[src/rtl/alu_iter_exec_pkg.sv]
// Shared definitions for the iterative execute-stage ALU and its decoder.
// Holds the op_to_alu encodings, FSM state encodings and datapath defaults.
// The decoder imports the same package, so these encodings have one source.
package alu_iter_exec_pkg;

  localparam int unsigned DEFAULT_WIDTH   = 16;
  localparam int unsigned DEFAULT_SHAMT_W = 4;

  // op_to_alu encodings. Codes 0xx are the iterative rotates/shifts:
  // bit 1 selects right vs left, bit 0 selects zero-fill vs rotate.
  localparam logic [2:0] OP_ROL = 3'b000;
  localparam logic [2:0] OP_SLL = 3'b001;
  localparam logic [2:0] OP_ROR = 3'b010;
  localparam logic [2:0] OP_SRL = 3'b011;
  localparam logic [2:0] OP_ADD = 3'b100;
  localparam logic [2:0] OP_OR  = 3'b101;
  localparam logic [2:0] OP_XOR = 3'b110;
  localparam logic [2:0] OP_AND = 3'b111;

  // FSM state encodings
  localparam logic [1:0] ST_IDLE  = 2'd0;
  localparam logic [1:0] ST_SHIFT = 2'd1;
  localparam logic [1:0] ST_DONE  = 2'd2;

  function automatic logic is_shift_op(input logic [2:0] op);
    return ~op[2];
  endfunction

endpackage

[src/rtl/alu_shift_step.sv]
// Single-bit rotate/shift step, purely combinational.
// Ports:
//   op_i  step kind, matches op_to_alu[1:0]: 00 ROL, 01 SLL, 10 ROR, 11 SRL
//   x_i   value before the step
//   y_o   value after one bit of rotate/shift
module alu_shift_step #(
  parameter int unsigned WIDTH = 16
) (
  input  logic [1:0]       op_i,
  input  logic [WIDTH-1:0] x_i,
  output logic [WIDTH-1:0] y_o
);

  logic fill;

  always_comb begin
    y_o  = x_i;
    fill = 1'b0;
    if (op_i[1]) begin
      // Right: the bit entering the MSB is the old LSB for rotate, 0 for shift
      fill = op_i[0] ? 1'b0 : x_i[0];
      y_o  = {fill, x_i[WIDTH-1:1]};
    end else begin
      fill = op_i[0] ? 1'b0 : x_i[WIDTH-1];
      y_o  = {x_i[WIDTH-2:0], fill};
    end
  end

endmodule

[src/rtl/alu_iter_exec.sv]
// Execute-stage ALU. Add and logic ops finish in one cycle; rotates/shifts
// run one bit per cycle through alu_shift_step.
// Ports:
//   clk, rst              clock, synchronous active-high reset
//   in_valid / in_ready   input handshake; in_ready only while idle
//   A, B, invA, invB      operands and per-operand inversion
//   sign                  1: signed overflow rule, 0: unsigned (Ofl = Cout)
//   op_to_alu, cin        operation select and adder carry-in
//   passA, passB          bypass operand to result (passB wins)
//   out_valid / out_ready output handshake; result held until accepted
//   Out, Ofl, Cout, Zero  registered result and flags
module alu_iter_exec
  import alu_iter_exec_pkg::*;
#(
  parameter int unsigned WIDTH   = DEFAULT_WIDTH,
  parameter int unsigned SHAMT_W = DEFAULT_SHAMT_W  // must equal clog2(WIDTH)
) (
  input  logic             clk,
  input  logic             rst,
  input  logic             in_valid,
  output logic             in_ready,
  input  logic [WIDTH-1:0] A,
  input  logic [WIDTH-1:0] B,
  input  logic             invA,
  input  logic             invB,
  input  logic             sign,
  input  logic [2:0]       op_to_alu,
  input  logic             cin,
  input  logic             passA,
  input  logic             passB,
  output logic             out_valid,
  input  logic             out_ready,
  output logic [WIDTH-1:0] Out,
  output logic             Ofl,
  output logic             Cout,
  output logic             Zero
);

  logic [1:0]         state_q, state_d;
  logic [WIDTH-1:0]   out_q, out_d;
  logic               ofl_q, ofl_d;
  logic               cout_q, cout_d;
  logic               zero_q, zero_d;
  logic [SHAMT_W-1:0] cnt_q, cnt_d;
  logic [1:0]         sop_q, sop_d;

  logic [WIDTH-1:0]   a_eff, b_eff;
  logic [SHAMT_W-1:0] shamt;
  logic [WIDTH:0]     sum;
  logic               add_ofl;
  logic [WIDTH-1:0]   step_y;
  logic [WIDTH-1:0]   res;

  assign a_eff = invA ? ~A : A;
  assign b_eff = invB ? ~B : B;
  assign shamt = b_eff[SHAMT_W-1:0];

  assign sum = {1'b0, a_eff} + {1'b0, b_eff} + {{WIDTH{1'b0}}, cin};

  // Signed overflow: same-sign operands producing a result of the other sign
  assign add_ofl = sign ? ((a_eff[WIDTH-1] == b_eff[WIDTH-1]) &&
                           (sum[WIDTH-1] != a_eff[WIDTH-1]))
                        : sum[WIDTH];

  // Out doubles as the shift working register while in SHIFT
  alu_shift_step #(
    .WIDTH(WIDTH)
  ) u_shift_step (
    .op_i(sop_q),
    .x_i (out_q),
    .y_o (step_y)
  );

  always_comb begin
    state_d = state_q;
    out_d   = out_q;
    ofl_d   = ofl_q;
    cout_d  = cout_q;
    zero_d  = zero_q;
    cnt_d   = cnt_q;
    sop_d   = sop_q;
    res     = '0;

    case (state_q)
      ST_IDLE: begin
        if (in_valid) begin
          ofl_d   = 1'b0;
          cout_d  = 1'b0;
          state_d = ST_DONE;
          if (passB) begin
            res = b_eff;
          end else if (passA) begin
            res = a_eff;
          end else begin
            case (op_to_alu)
              OP_ADD: begin
                res    = sum[WIDTH-1:0];
                cout_d = sum[WIDTH];
                ofl_d  = add_ofl;
              end
              OP_OR:  res = a_eff | b_eff;
              OP_XOR: res = a_eff ^ b_eff;
              OP_AND: res = a_eff & b_eff;
              OP_ROL, OP_SLL, OP_ROR, OP_SRL: begin
                res   = a_eff;
                sop_d = op_to_alu[1:0];
                cnt_d = shamt;
                if (is_shift_op(op_to_alu) && (shamt != '0)) begin
                  state_d = ST_SHIFT;
                end
              end
              default: res = a_eff;
            endcase
          end
          out_d  = res;
          zero_d = (res == '0);
        end
      end

      ST_SHIFT: begin
        out_d  = step_y;
        zero_d = (step_y == '0);
        cnt_d  = cnt_q - SHAMT_W'(1);
        if (cnt_q == SHAMT_W'(1)) begin
          state_d = ST_DONE;
        end
      end

      ST_DONE: begin
        if (out_ready) begin
          state_d = ST_IDLE;
        end
      end

      default: state_d = ST_IDLE;
    endcase
  end

  always_ff @(posedge clk) begin
    if (rst) begin
      state_q <= ST_IDLE;
      out_q   <= '0;
      ofl_q   <= 1'b0;
      cout_q  <= 1'b0;
      zero_q  <= 1'b0;
      cnt_q   <= '0;
      sop_q   <= '0;
    end else begin
      state_q <= state_d;
      out_q   <= out_d;
      ofl_q   <= ofl_d;
      cout_q  <= cout_d;
      zero_q  <= zero_d;
      cnt_q   <= cnt_d;
      sop_q   <= sop_d;
    end
  end

  assign in_ready  = (state_q == ST_IDLE);
  assign out_valid = (state_q == ST_DONE);
  assign Out       = out_q;
  assign Ofl       = ofl_q;
  assign Cout      = cout_q;
  assign Zero      = zero_q;

endmodule
[config.mk]
export PLATFORM = sky130hd
export DESIGN_NAME = alu_iter_exec
export DESIGN_NICKNAME = d
export VERILOG_FILES = /design/src/rtl/alu_iter_exec_pkg.sv /design/src/rtl/alu_shift_step.sv /design/src/rtl/alu_iter_exec.sv
export SDC_FILE = /design/constraint.sdc
export NUM_CORES = 1
export LEC_CHECK = 0
export ABC_AREA = 1
export BUFFER_PORTS_ARGS = -buffer_cell sky130_fd_sc_hd__clkbuf_2
export CAP_MARGIN = 20
export CORE_MARGIN = 1.5
export CORE_UTILIZATION = 59
export DETAILED_ROUTE_END_ITERATION = 7
export PLACE_DENSITY = 0.88
export SETUP_SLACK_MARGIN = 0.5
export SLEW_MARGIN = 20
export SYNTH_ARGS = -nofsm -noshare
export SYNTH_HDL_FRONTEND = slang
export SYNTH_SLANG_ARGS = --single-unit
export TNS_END_PERCENT = 50
[constraint.sdc]
create_clock -name clk -period 3.65 [get_ports clk]
set_clock_uncertainty 0.15 [all_clocks]
set_input_delay 0.365 -clock clk [delete_from_list [all_inputs] [get_ports clk]]
set_output_delay 0.365 -clock clk [all_outputs]
set_load 0.05 [all_outputs]
### Word level (Yosys, flattened, before mapping)

Index checks and enable logic that the tools add are counted.

| cells by class | value |
|---|---|
| $add $sub $neg | 3 |
| equal/unequal tests | 18 |
| mux-type cells | 34 |
| bitwise logic cells | 8 |
| reductions and logical operators | 14 |

Operators with widths:

| cell | number |
|---|---|
| 16-bit two-way mux | 8 |
| 16-bit case mux with 5 select lines | 1 |
| 16-bit zero test | 2 |
| 16-bit NOT | 2 |
| 16-bit case mux with 2 select lines | 1 |
| 16-bit by 16-bit adder with 17-bit output | 1 |
| 17-bit by 1-bit adder with 17-bit output | 1 |
| 16-bit AND | 1 |
| 4-bit two-way mux | 4 |
| 16-bit bitwise OR | 1 |
| 16-bit bitwise XOR | 1 |
| 2-bit two-way mux | 7 |
| 3-bit == test, second input constant | 4 |
| 1-bit two-way mux | 10 |
| 5-bit AND reduction | 2 |
| 2-bit != test, second input constant | 4 |
| 4-bit case mux with 2 select lines | 1 |
| 3-bit by 2-bit == test with 1-bit output, second input constant | 2 |
| 2-bit case mux with 3 select lines | 1 |
| 4-bit by 1-bit == test with 1-bit output, second input constant | 1 |
| 2-bit by 1-bit != test with 1-bit output, second input constant | 2 |
| 2-bit AND reduction | 2 |
| 4-bit nonzero test | 1 |
| 4-bit OR reduction | 1 |
| 13 further kinds | 16 |

| word-level totals | value |
|---|---|
| register bits | 27 |
| input port bits | 45 |
| output and inout port bits | 21 |
| word-level logic and storage cells | 84 |

### Depth between registers and ports, before layout

Gate-level depths: netlist of run 1.

| depth | value |
|---|---|
| depth in word-level cells | 12 |
| gate-level depth with buffers | 23 |
| depth with buffers taken out | 22 |

### By module

Synthesis of run 1 repeated with hierarchy kept, for this count alone.

| second synthesis, totals | value |
|---|---|
| cells, all modules | 694 |
| area total of the unflattened synthesis | 4,083.9 sq um |

Modules (own cells, without submodules):

| module | times used | cells an instance | area each (sq um) | seq. area each (sq um) |
|---|---|---|---|---|
| alu_iter_exec | 1 | 642 | 3,822.4 | 540.5 |
| alu_shift_step | 1 | 52 | 261.5 | 0.0 |

### Least setup slack after synthesis of run 1

No wires, ideal clock.

| timing path | value |
|---|---|
| kind | input to register |
| start | in invB |
| end | reg zero_q (netlist: Zero) |
| setup time | 0.070 ns |
| data arrival time | 2.485 ns |
| required time | 3.430 ns |
| setup slack | 0.945 ns |
| stages on the path | 20 |
| path buffers | 2 |
| path through | buf_6 -> buf_2 -> xnor2_1 -> inv_1 -> ha_1 -> nand2_1 -> inv_1 -> a21oi_1 -> nor2_1 -> nor2_1 -> nand2_1 -> nand2_1 -> nand3_1 -> nand2_1 -> nand2_1 -> nand2_1 -> nand2_1 -> nor2_1 -> nand3_1 -> a21oi_1 |

| on the way | value |
|---|---|
| longest elaborated chain between the ends | 11 |
| elaborated cells between the ends (all ways) | 14 |
| those cells by class | 2 x add/sub; 8 x mux; 3 x bitwise; 1 x reduce/logical |

RTL lines:

| what | line | text |
|---|---|---|
| from (decl) | alu_iter_exec.sv:25 | `input logic invB,` |
| 16-bit two-way mux * | alu_iter_exec.sv:55 | `assign b_eff = invB ? ~B : B;` |
| 16-bit by 16-bit adder with 17-bit output | alu_iter_exec.sv:58 | `assign sum = {1'b0, a_eff} + {1'b0, b_eff} + {{WIDTH{1'b0}}, cin};` |
| 17-bit by 1-bit adder with 17-bit output | alu_iter_exec.sv:58 |  |
| 16-bit case mux with 5 select lines | alu_iter_exec.sv:95 | `case (op_to_alu)` |
| 16-bit two-way mux | alu_iter_exec.sv:92 | `end else if (passA) begin` |
| 16-bit two-way mux * | alu_iter_exec.sv:90 | `if (passB) begin` |
| 16-bit two-way mux * | alu_iter_exec.sv:86 | `if (in_valid) begin` |
| 16-bit two-way mux * | alu_iter_exec.sv:84 | `case (state_q)` |
| 16-bit zero test * | alu_iter_exec.sv:116 | `zero_d = (res == '0);` |
| 1-bit two-way mux * | alu_iter_exec.sv:86 |  |
| 1-bit case mux with 2 select lines * | alu_iter_exec.sv:84 |  |
| to (signal assigned) | alu_iter_exec.sv:153 | `zero_q <= zero_d;` |
| to (decl) | alu_iter_exec.sv:43 | `logic zero_q, zero_d;` |

Every way passes the cells marked *; elsewhere a longest branch is shown, timed or not. The select of a mux whose other input is x is not followed.
A chain may end at the register's enable or synchronous reset.

### Final worst setup path of run 1

Same ends and word-level chain as after synthesis.

==> flow_metrics.tcl, run 1 <==
set metrics [dict create \
    holdCritStartpoint "op_to_alu[0]" \
    crit_family "simple AND/OR/NAND/NOR gates" \
    cp_cell_sequence "clkbuf_4 -> xnor2_1 -> inv_1 -> ha_1 -> nand2_1 -> inv_1 -> a21oi_1 -> nor2_1 -> nor3_1 -> nand3b_1 -> nand3_1 -> nand2_1 -> nand2_1 -> nand2_1 -> nor2_1 -> nand3_1 -> a21oi_1" \
    startpoint "invB" \
    power.net_switching_mw 0.646 \
    cts_htree_levels 1 \
    antenna_cells 0 \
    clock_sink_count 27 \
    avgViaCountPerCell 5.71 \
    cts_max_path_buffers 2 \
    gr-total-overflow 0 \
    fin_ws_ns 0.758 \
    gp_congestion 1.05 \
    maxCapViolations 0 \
    synthMuxAreaShare_pct 0 \
    cp-end-kind "register" \
    grt.total_usage_pct 32.1 \
    avgSynthCellArea_um2 5.93 \
    vias 4651 \
    hold_depth 3 \
    cellInternalPower_mw 0.648 \
    fin_tns_setup_ns 0 \
    yosys.area_share.simple_pct 35.1 \
    routed_wl_um 12000 \
    layout-drive-gt1-share_pct 17.0 \
    placed_cell_area_um2 4390 \
    syn_nets 764 \
    antenna_found_initial 0 \
    rr_worst_depth 9 \
    rsz0062_at_grt "no" \
    r2r_start "state_q[0]$_SDFFE_PP0P_" \
    worstPathMaxFanout 17 \
    die_x_um 86.0 \
    setup_viol 0 \
    whs_ns 0.249 \
    rows 30 \
    place_hpwl_um 9160 \
    syn_area_um2 4060 \
    fin_area_um2 4480 \
    dpl_worst_slack_ns 0.222 \
    synth_compound_area_share_pct 19.0 \
    cts_made_buffers 3 \
    clk_latency_ns 0.29 \
    ys_seq_area_share_pct 13.3 \
    fin_util_pct 66.6 \
    synth_top_family_by_area "simple AND/OR/NAND/NOR gates" \
    p_comb_share_pct 60.2 \
    ys_types 47 \
    crit_top_cell "nand2_1" \
    slowest_stage "xnor2_1" \
    hold_viol 0 \
    grt_max_degree 21 \
    fin_crit_sh_pct 79.2 \
    cp.required_ns 3.72 \
    cp.arrival_ns 2.96 \
    multi_input_area_um2 3000 \
    seq_area_um2 541 \
    grt_pass1_wl_um 19400 \
    num-fill-cells 637 \
    io_pins 66 \
    path_clk_slew_ns 0.10 \
    cts_root_buf "clkbuf_8" \
    initial_utilization_pct 60.5 \
    status "finished, final reports clean" \
    final_cell_count_no_fill 814 \
    critical_path_class "input port to register" \
    min_path_type "input port to register" \
    drt_pass1_iterations 5 \
    syn_to_final_growth_pct 10.2 \
    layout_min_cycle_time_ns 2.89 \
    startpoint_type "input port" \
    dp_cells 810 \
    ys_ff_latch 27 \
    ir_drop_uv 155 \
    p_clk_share_pct 13.8 \
    synthAdderAreaFrac_pct 10.7 \
    grt_pass1_vias 4329 \
    max_freq_mhz 346 \
    drc 0 \
    syn_inst 685 \
    power.density_nw_per_um2 289 \
    cp_num_buf_inv 3 \
    cts_tree "yes" \
    first_iter_violations 478 \
    drv_slew 0 \
    worstMarginPinSlew_ns 0.685 \
    finalPower_mw 1.29 \
    layout.nets 814 \
    ant_nets 0 \
    synth_xor_area_share_pct 8.10 \
    p_leak_nw 2.32 \
    io_buffer_count 65 \
    core_area_um2 6720 \
    slowest_delay_ns 0.37 \
    sw_frac_of_total_pct 49.9 \
    die_area_um2 7400 \
    slew_headroom_pct 54.3 \
    routedWlPerCell_um 14.7 \
    pwr-share-seq_pct 26.0 \
    worstSetupPathDepth 17 \
    synth_warnings 0 \
    die_h_um 86.0 \
]
cell usage after synthesis, drive strengths merged:
cell     count  area, um2
a31oi       16        100
a211oi       5       37.5
xor2         6       52.6
nor4         6       37.5
o2111ai      1       8.76
ha          33        413
nand3b       2       15.0
nand3       46        245
a2111oi      3       45.1
xnor2       23        277
inv        113        427
o21bai       1       7.51
dfxtp       27        541
fa           1       20.0
or2          5       31.3
clkbuf      13       48.8
o21ai       55        275
buf         10       77.6
nand4        3       18.8
a2bb2oi      2       17.5
clkinv       2       8.75
nand2      205        820
a221oi       3       26.3
o21a         2       15.0
o221ai       1       8.76
o22ai       12       75.1
a21oi       25        136
nor2        47        184
o211a        1       10.0
a41oi        1       8.76
and3         1       6.26
nor3        14       70.1
per-layer routing:
layer  GRT usage, %  share of wire (%)
met1           43.1                 43
met5              0                  0
met3           3.08                8.3
met2           54.3                 46
met4           10.4                2.8
worst min-delay path: stages:
cell,delay (ns)
clkbuf_2,0.13
inv_2,0.09
a21oi_1,0.06
sequential cells by signal (all words and copies together), names as in the netlist:
name	flops
Out	16
sop_q	2
Ofl	1
cnt_q	4
Cout	1
Zero	1
state_q	2
layout make-up:
class | count | area share [%]
flip-flops and latches | 27 | 12.1
inverters | 115 | 9.72
multi-input cells | 520 | 67.1
well taps | 80 | 2.24
clock inverters | 1 | 0.112
clock buffers | 3 | 0.922
repair buffers | 68 | 7.88
final timing paths:
kind / endpoint / slack (ns)
setup reg to reg: cnt_q[3]$_SDFFE_PP0P_ / 1.27
hold reg to reg: cnt_q[3]$_SDFFE_PP0P_ / 0.34
setup / recovery: Zero$_SDFFE_PP0P_ / 0.76
hold / removal: sop_q[0]$_SDFFE_PP0P_ / 0.25
kinds of logic (layout without fill, tap and decap cells):
group / Yosys count / count (layout)
fa+ha+maj: 34 / 34
xor+xnor: 29 / 29
flops: 27 / 27
simple gates: 329 / 329
buf+inv: 138 / 187
compound gates: 128 / 128
cell usage in the layout, fill, tap and decap left out, drive strengths merged, types with 2 or more instances in the layout:
| cell type | n |
|---|---|
| a2111oi | 3 |
| a211oi | 5 |
| a21oi | 25 |
| a221oi | 3 |
| a2bb2oi | 2 |
| a31oi | 16 |
| buf | 4 |
| clkbuf | 67 |
| clkinv | 3 |
| dfxtp | 27 |
| ha | 33 |
| inv | 113 |
| nand2 | 205 |
| nand3 | 46 |
| nand3b | 2 |
| nand4 | 3 |
| nor2 | 47 |
| nor3 | 14 |
| nor4 | 6 |
| o21a | 2 |
| o21ai | 55 |
| o22ai | 12 |
| or2 | 5 |
| xnor2 | 23 |
| xor2 | 6 |
timing repair:
action,in CTS,in global routing
hold buffers,0,0
setup endpoints to repair,0,6
gates resized for setup,0,11
buffers inserted,0,0
power groups by stage:
stage	Sequential, mW	Combinational (mW)	Clock, mW
floorplan	0.396	0.526	0
global placement	0.341	0.736	0
detailed placement	0.342	0.753	0
CTS	0.335	0.756	0.175
global route	0.339	0.862	0.188
finish	0.336	0.779	0.179
(Power assumes the default switching activity.)
==> run 2, diff against run 1 <==
clock period = 3 ns   (was 3.65 ns; I/O delays follow)
==> run 2 against run 1 <==
  * Worst hold slack got worse by 0.057 ns
  * Power increased by 49%
  * Sequential share of layout area fell by 2.1 points
  * Non-clock buffer count grew 35
  * Critical path type unchanged
  * Clock power up 22%
  * Critical endpoint unchanged
  * Combinational power grew 67%
  * Largest cell class unchanged
==> flow_metrics.tcl, run 2 (synthesis gave the netlist of run 1 again) <==
set metrics [dict create \
    status "finished, final reports clean" \
    rsz0062_at_grt "yes" \
    layout_min_cycle_time_ns 2.52 \
    min_path_type "input port to register" \
    antenna_cells 0 \
    cts_htree_levels 1 \
    die_area_um2 7400 \
    whs_endpoint "sop_q[0]$_SDFFE_PP0P_" \
    vias 5180 \
    fin_util_pct 81.0 \
    drc 0 \
    grt_pass1_wl_um 21400 \
    rows 30 \
    final_cell_count_no_fill 849 \
    slowest_delay_ns 0.29 \
    grt_max_degree 24 \
    cp.required_ns 3.07 \
    cp-end-kind "register" \
    dpl_worst_slack_ns -0.0808 \
    layout-drive-gt1-share_pct 30.9 \
    regToRegSetupSlack_ns 0.65 \
    drt_pass1_iterations 5 \
    routedWlPerCell_um 17.8 \
    r2r_start "state_q[0]$_SDFFE_PP0P_" \
    crit_top_cell "nand2_1" \
    cp.arrival_ns 2.60 \
    largest_register_ff_count 16 \
    p_leak_nw 2.63 \
    grt.total_usage_pct 36.0 \
    hold_buffers 0 \
    rr_worst_depth 10 \
    fin_tns_setup_ns 0 \
    cts_root_buf "clkbuf_8" \
    cts_made_buffers 3 \
    fin_ws_ns 0.476 \
    clock_sink_count 27 \
    place_hpwl_um 9920 \
    r2r_end "cnt_q[1]$_SDFFE_PP0P_" \
    power.density_nw_per_um2 354 \
    core_area_um2 6720 \
    routed_wl_um 15100 \
    ant_nets 0 \
    first_iter_violations 441 \
    dp_cells 831 \
    die_x_um 86.0 \
    path_clk_slew_ns 0.10 \
    avgViaCountPerCell 6.10 \
    max_freq_mhz 396 \
    hold_viol 0 \
    cp_num_buf_inv 4 \
    cp_cell_sequence "buf_12 -> buf_12 -> xnor2_4 -> inv_2 -> ha_4 -> inv_1 -> o21ai_2 -> nor2_1 -> nand2_2 -> nand2_1 -> nand2_1 -> nand2_1 -> nand3_1 -> nand2_1 -> a21oi_2 -> nand3_1 -> nor2_1 -> nand3_1 -> a21oi_2" \
    crit_family "simple AND/OR/NAND/NOR gates" \
    maxCapViolations 0 \
    die_h_um 86.0 \
    cts_tree "yes" \
    drv_slew 0 \
    critical_path_class "input port to register" \
    antenna_found_initial 0 \
    holdCritStartpoint "op_to_alu[0]" \
    slowest_stage "ha_4" \
    ir_drop_uv 249 \
    grt_pass1_vias 4653 \
    setup_viol 0 \
    slew_headroom_pct 51.0 \
    startpoint_type "input port" \
    worstMarginPinSlew_ns 0.734 \
    clk_latency_ns 0.28 \
    whs_ns 0.192 \
    layout.nets 849 \
    fin_crit_sh_pct 84.1 \
    num-fill-cells 476 \
    cts_max_path_buffers 2 \
    syn_to_final_growth_pct 34.0 \
    io_pins 66 \
    final_cell_mix "nand2_1 (183), inv_1 (83), clkbuf_2 (63)" \
    hold_depth 3 \
    initial_utilization_pct 60.5 \
    worstPathMaxFanout 9 \
    mostFrequentLayoutCell "nand2_1" \
    gr-total-overflow 0 \
    gp_congestion 0.974 \
    io_buffer_count 65 \
]
## run 2: worst max path at each step
stage          cells past startpoint  start                end  slack, ns
2_1_floorplan                     18   invA  Zero$_SDFFE_PP0P_       0.50
3_3_place_gp                      19   invA  Zero$_SDFFE_PP0P_      -0.07
3_5_place_dp                      19   invB  Zero$_SDFFE_PP0P_      -0.08
4_1_cts                           20   invB  Zero$_SDFFE_PP0P_       0.50
5_1_grt                           21   invA  Zero$_SDFFE_PP0P_       0.32
6_report                          19   invB  Zero$_SDFFE_PP0P_       0.48
## run 2: where the power goes
part           total, mW  leakage [nW]  internal [mW]  switching (mW)
Clock              0.218        0.0228         0.0956           0.122
Sequential         0.408         0.221          0.384          0.0241
Combinational       1.30          2.38          0.504           0.797
## run 2: repair_timing
action,in CTS,in global routing
gates cloned,2,1
setup endpoints to repair,8,13
pin swaps,8,34
setup buffers,2,9
resized for setup,41,76
## run 2: worst register-to-register path, stage by stage (launching register included)
cell	delay, ns
dfxtp_1	0.41
inv_1	0.11
nor2_2	0.09
buf_4	0.22
inv_2	0.17
nand2_2	0.18
inv_2	0.17
a21oi_2	0.24
inv_1	0.13
a211oi_1	0.24
a211oi_1	0.10
## run 2: layout make-up
| cell class | count | area, um2 | area share [%] |
|---|---|---|---|
| clock buffers | 4 | 45.0 | 0.827 |
| inverters | 115 | 438 | 8.04 |
| multi-input cells | 520 | 3580 | 65.8 |
| flip-flops and latches | 27 | 541 | 9.93 |
| well taps | 80 | 100 | 1.84 |
| repair buffers | 103 | 738 | 13.6 |
## run 2: per-layer routing
layer	vias to the layer above	GRT usage [%]	part of all wire, %
li1	2387	-	-
met1	2329	47.9	38
met2	376	60.9	46
met3	88	4.04	9.9
met4	0	11.3	5.1
met5	-	0	0
## run 2: metrics by stage
| stage | total power [mW] | area (um2) |
|---|---|---|
| after floorplan | 1.15 | 4170 |
| after global placement | 1.39 | 4670 |
| after detailed placement | 1.41 | 4670 |
| after CTS | 1.71 | 4990 |
| after global routing | 2.03 | 5440 |
| final | 1.93 | 5440 |
